$ cat src/rtl/rr_mux_pkg.sv
// Shared types and sizing helpers for the round-robin mux arbiter.
package rr_mux_pkg;

    typedef enum logic {
        IDLE = 1'b0,
        BUSY = 1'b1
    } state_t;

    function automatic int num_req(input int sel_w);
        return 1 << sel_w;
    endfunction

    // Wide enough to hold MAX_HOLD-1 for every MAX_HOLD >= 1.
    function automatic int hold_w(input int max_hold);
        return $clog2(max_hold) + 1;
    endfunction

endpackage

$ cat src/rtl/rr_mux_arbiter_pick.sv
// Rotating priority encoder: first set req bit at or above ptr, wrapping at N.
module rr_pick #(
    parameter int N     = 4,
    parameter int SEL_W = 2
) (
    input  logic [N-1:0]     req,
    input  logic [SEL_W-1:0] ptr,
    output logic             found,
    output logic [SEL_W-1:0] idx
);

    logic [SEL_W-1:0] cand;

    // NOTE: every output gets a default before the loop so no latch is inferred.
    always_comb begin
        found = 1'b0;
        idx   = '0;
        cand  = '0;
        for (int i = 0; i < N; i++) begin
            cand = ptr + SEL_W'(i);
            if (!found && req[cand]) begin
                found = 1'b1;
                idx   = cand;
            end
        end
    end

endmodule

$ cat src/rtl/rr_mux_arbiter.sv
// Round-robin arbiter driving a shared N:1 bit mux, with bounded grant length.
// Define RR_MUX_OUT_REG_EN to register valid/data_out (one extra cycle of latency).
module rr_mux_arbiter
    import rr_mux_pkg::*;
#(
    parameter int SEL_W    = 2,
    parameter int MAX_HOLD = 4
) (
    input  logic                      clk,
    input  logic                      rst_n,
    input  logic [num_req(SEL_W)-1:0] req,
    input  logic [num_req(SEL_W)-1:0] data_in,
    output logic [num_req(SEL_W)-1:0] gnt,
    output logic [SEL_W-1:0]          sel,
    output logic                      valid,
    output logic                      data_out
);

    localparam int N      = num_req(SEL_W);
    localparam int HOLD_W = hold_w(MAX_HOLD);
    localparam logic [HOLD_W-1:0] HOLD_LAST = HOLD_W'(MAX_HOLD - 1);

    state_t            state, state_n;
    logic [SEL_W-1:0]  ptr, ptr_n, sel_n, pick_ptr, pick_idx;
    logic [HOLD_W-1:0] hold_cnt, hold_n;
    logic [N-1:0]      gnt_n;
    logic              pick_found, valid_c, data_c;

    // While busy the search starts just past the current owner so a release
    // hands over without an idle bubble.
    assign pick_ptr = (state == BUSY) ? sel + SEL_W'(1) : ptr;

    rr_pick #(.N(N), .SEL_W(SEL_W)) u_pick (
        .req   (req),
        .ptr   (pick_ptr),
        .found (pick_found),
        .idx   (pick_idx)
    );

    // NOTE: state registers use non-blocking assignments so all regs update together.
    always_ff @(posedge clk or negedge rst_n) begin
        if (!rst_n) begin
            state    <= IDLE;
            ptr      <= '0;
            hold_cnt <= '0;
            gnt      <= '0;
            sel      <= '0;
        end else begin
            state    <= state_n;
            ptr      <= ptr_n;
            hold_cnt <= hold_n;
            gnt      <= gnt_n;
            sel      <= sel_n;
        end
    end

    always_comb begin
        state_n = state;
        ptr_n   = ptr;
        hold_n  = hold_cnt;
        gnt_n   = gnt;
        sel_n   = sel;
        unique case (state)
            IDLE: begin
                if (pick_found) begin
                    state_n = BUSY;
                    gnt_n   = N'(1) << pick_idx;
                    sel_n   = pick_idx;
                    hold_n  = '0;
                end
            end
            BUSY: begin
                if (req[sel] && hold_cnt < HOLD_LAST) begin
                    hold_n = hold_cnt + HOLD_W'(1);
                end else begin
                    ptr_n  = pick_ptr;
                    hold_n = '0;
                    if (pick_found) begin
                        gnt_n = N'(1) << pick_idx;
                        sel_n = pick_idx;
                    end else begin
                        state_n = IDLE;
                        gnt_n   = '0;
                    end
                end
            end
            default: state_n = IDLE;
        endcase
    end

    assign valid_c = (state == BUSY) && req[sel];
    assign data_c  = valid_c && data_in[sel];

`ifdef RR_MUX_OUT_REG_EN
    always_ff @(posedge clk or negedge rst_n) begin
        if (!rst_n) begin
            valid    <= 1'b0;
            data_out <= 1'b0;
        end else begin
            valid    <= valid_c;
            data_out <= data_c;
        end
    end
`else
    assign valid    = valid_c;
    assign data_out = data_c;
`endif

endmodule

$ cat config.mk
export PLATFORM = sky130hd
export DESIGN_NAME = rr_mux_arbiter
export DESIGN_NICKNAME = d
export VERILOG_FILES = /design/src/rtl/rr_mux_pkg.sv /design/src/rtl/rr_mux_arbiter_pick.sv /design/src/rtl/rr_mux_arbiter.sv
export SDC_FILE = /design/constraint.sdc
export NUM_CORES = 1
export LEC_CHECK = 0
export ABC_AREA = 0
export ABC_CLOCK_PERIOD_IN_PS = 2900
export CAP_MARGIN = 10
export CORE_MARGIN = 2
export CORE_UTILIZATION = 45
export DETAILED_ROUTE_END_ITERATION = 8
export GPL_TIMING_DRIVEN = 0
export PLACE_DENSITY = 0.74
export SLEW_MARGIN = 20
export SYNTH_ARGS = -nofsm -noshare
export SYNTH_HDL_FRONTEND = slang
export SYNTH_SLANG_ARGS = --single-unit
export TNS_END_PERCENT = 20
$ cat constraint.sdc
create_clock -name clk -period 2.9 [get_ports clk]
set_clock_uncertainty 0.05 [all_clocks]
set_input_delay 0.29 -clock clk [delete_from_list [all_inputs] [get_ports clk]]
set_output_delay 0.29 -clock clk [all_outputs]
set_load 0.05 [all_outputs]
==> results of run 1 <==
==> cell usage after synthesis (2+ instances only) <==
cell / number
dfrtp_1: 12
o2bb2ai_1: 2
nand2b_1: 3
nor2_1: 4
nand2_1: 11
o21ai_0: 5
mux2i_1: 3
a21oi_1: 3
and2_1: 2
a32o_1: 3
a22o_1: 2
inv_1: 4
==> worst max-delay path, stage by stage <==
cell	delay [ns]
clkdlybuf4s50_1	0.59
mux2i_1	0.14
o22ai_2	0.25
and2_1	0.16
clkdlybuf4s50_1	0.80
==> cell type report <==
type                            count  area (um2)  area share
Buffer                              2        12.5      0.0128
Clock buffer                        4        36.3      0.0372
Inverter                            4        15.0      0.0154
Multi-Input combinational cell     58         422       0.432
Sequential cell                    12         300       0.308
Tap cell                           16        20.0      0.0205
Timing Repair Buffer               17         170       0.174
==> sequential cells by signal (all words and copies together) (netlist names) <==
register and count:
ptr 2, hold_cnt 3, sel 2, gnt 4, state 1
==> where the power goes <==
part / switching (mW) / internal (mW) / total [mW] / leakage (nW)
combinational: 0.418 / 0.271 / 0.690 / 0.246
clock: 0.0545 / 0.0763 / 0.131 / 0.0210
sequential: 0.0602 / 0.230 / 0.290 / 0.148
==> worst max-delay path by stage <==
stage | slack [ns] | startpoint | cells after the start | end
floorplan | 0.52 | sel[0] | 4 | data_out
global placement | 0.34 | req[3] | 5 | data_out
detailed placement | 0.34 | req[3] | 5 | data_out
CTS | 0.33 | req[3] | 5 | data_out
global route | 0.24 | req[1] | 5 | data_out
finish | 0.34 | req[3] | 5 | data_out
==> logic make-up after synthesis <==
logic type,count (synthesis),share of synthesized area
muxes,5,0.0902
DFF,12,0.401
AOI/OAI and AO/OA,25,0.267
and+or+nand+nor,26,0.177
xor gates and xnor gates,1,0.0117
buffers and inverters,6,0.0367
adders and majority gates,1,0.0167
==> stage by stage <==
step | hold WS [ns] | instance area, um2 | cells
final | 0.302 | 976 | 113
after CTS | 0.322 | 976 | 113
after global placement | 0.427 | 940 | 109
after global routing | 0.373 | 976 | 113
after floorplan | -0.0556 | 749 | 76
after detailed placement | 0.426 | 940 | 109
==> per-layer routing <==
layer / share of wire / vias up / GRT usage
li1: - / 334 / -
met1: 0.47 / 334 / 0.278
met2: 0.48 / 17 / 0.316
met3: 0.036 / 4 / 0.0200
met4: 0.021 / 0 / 0.112
met5: 0 / - / 0
==> flow_summary_export.csv, run 1 <==
group,metric,value,unit
worst_setup_path,reg2reg_from,"sel[0]",
sta,hold_violations,0,
run,max_cap_viol_count,0,
placed_design,routabilityCongestion,0.854,
clocking,holdBufCountCts,0,
die,start_util,0.486,
yosys,synth.top_cell.area_share,0.401,
routing,vias,689,
clocking,htreeDepth,1,
routing,wl_per_cell,14.9,um
yosys,synth_edf_count,0,
finish,area_growth,30.2,%
yosys,syn_area,749,um2
sta,slew_violations,0,
clocking,cts_buffers,3,
clocking,clock_sink_count,12,
routing,routed_via_density,6.10,
yosys,ys_warn_count,0,
clocking,clockBufferDepth,2,
min_path,hold_class,"in -> async",
worst_setup_path,worstPathArrival,2.22,ns
worst_setup_path,r2r_end,"sel[0]",
finish,final_cell_mix,"clkdlybuf4s50_1 (17), dfrtp_1 (12), nand2_1 (11)",
sta,timing.final.crit_period,2.56,ns
sta,max_freq,390,MHz
routing,dr.pass1.iters,4,
finish,nets,109,
yosys,synthTopCellsByArea,"dfrtp_1 (40%), nand2_1 (5.5%), a32o_1 (4.0%)",
yosys,synth_ff_type,"dfrtp_1",
clocking,clk_pin_slew,0.08,ns
yosys,yosysUniqueCellTypes,34,
routing,final_antenna_net_count,0,
pwr,ir_worst_vdd,0.592,mV
sta,rsz0062_at_grt,"false",
finish,layout_commonest_cell,"clkdlybuf4s50_1",
run_status,status,"finished, final reports clean",
global_routing,grt_pass1_wl,2910,um
worst_setup_path,reg2reg_slack,0.99,ns
global_routing,grt_overflow,0,
worst_setup_path,reg2regPathDepth,5,
pwr,leakage,0.415,nW
clocking,post_cts_buffers,0,
sta,finalCritPeriodShare,0.884,
placed_design,dpl.hpwl,1240,um
global_routing,grt_pass1_vias,644,
die,dieWidth,44.8,um
sta,tightestPinTransition,0.516,ns
die,rows,14,
pwr,p_total,1.11,mW
global_routing,grt_start_max_net_pins,13,
sta,tns,0,ns
worst_setup_path,cp.required,2.56,ns
sta,relSlewSlack,0.653,
finish,drive_above_1_share,0.0928,
clocking,cts_tree,"yes",
yosys,synth_cells,76,
clocking,cts_resized,0,
global_routing,grt_usage,0.203,
finish,nFillCells,135,
yosys,syn_nets,87,
finish,fin_util,0.633,
yosys,async_flop_share,1.00,
worst_setup_path,path_class,"in -> out",
routing,first_iter_violations,17,
yosys,ys_ff_latch,12,
placed_design,port_buffers,17,
yosys,avgSynthCellArea,9.86,um2
yosys,synth.largest_area_cell,"dfrtp_1",
yosys,ys_seq_area_frac,0.401,
clocking,insertion_delay,0.27,ns
worst_setup_path,worstSetupStartpointType,"input port",
die,io_pins,18,
die,dieArea,0.00201,mm2
die,core_area,0.00154,mm2
clocking,root_buffer,"clkbuf_4",
worst_setup_path,crit_fanout,7,
placed_design,place_ws,0.342,ns
finish,n_antenna_cell,0,
worst_setup_path,endpoint_kind,"output pin",
routing,drcViolationCount,0,
global_routing,antenna_found_initial,0,
die,die_y,44.8,um
routing,wirelength,1690,um
pwr,power_density,1140,mW/mm2
sta,worst_slack,0.335,ns
sta,setup_violations,0,
Note: power is estimated with default switching activity, not from simulation.
==> run 2: changes to the inputs <==
--- a/config.mk
+++ b/config.mk
@@ -6,7 +6,7 @@
 export NUM_CORES = 1
 export LEC_CHECK = 0
 export ABC_AREA = 0
-export ABC_CLOCK_PERIOD_IN_PS = 2900
+export ABC_CLOCK_PERIOD_IN_PS = 3000
 export CAP_MARGIN = 10
 export CORE_MARGIN = 2
 export CORE_UTILIZATION = 45
==> constraint.sdc (replaced) <==
create_clock -name clk -period 3 [get_ports clk]
set_clock_uncertainty 0.05 [all_clocks]
set_input_delay 0.3 -clock clk [delete_from_list [all_inputs] [get_ports clk]]
set_output_delay 0.3 -clock clk [all_outputs]
set_load 0.05 [all_outputs]
==> results of run 2 <==
Same layout as run 1 (identical final DEF). Status: finished, final reports clean.
Main changes from that run: setup slack after placement 0.342 ns -> 0.422 ns; setup slack after layout 0.335 ns -> 0.415 ns; hold slack 0.302 ns -> 0.312 ns; register-to-register setup slack 0.99 ns -> 1.09 ns; total power 1.11 mW -> 1.07 mW; worst IR drop on VDD 0.592 mV -> 0.573 mV
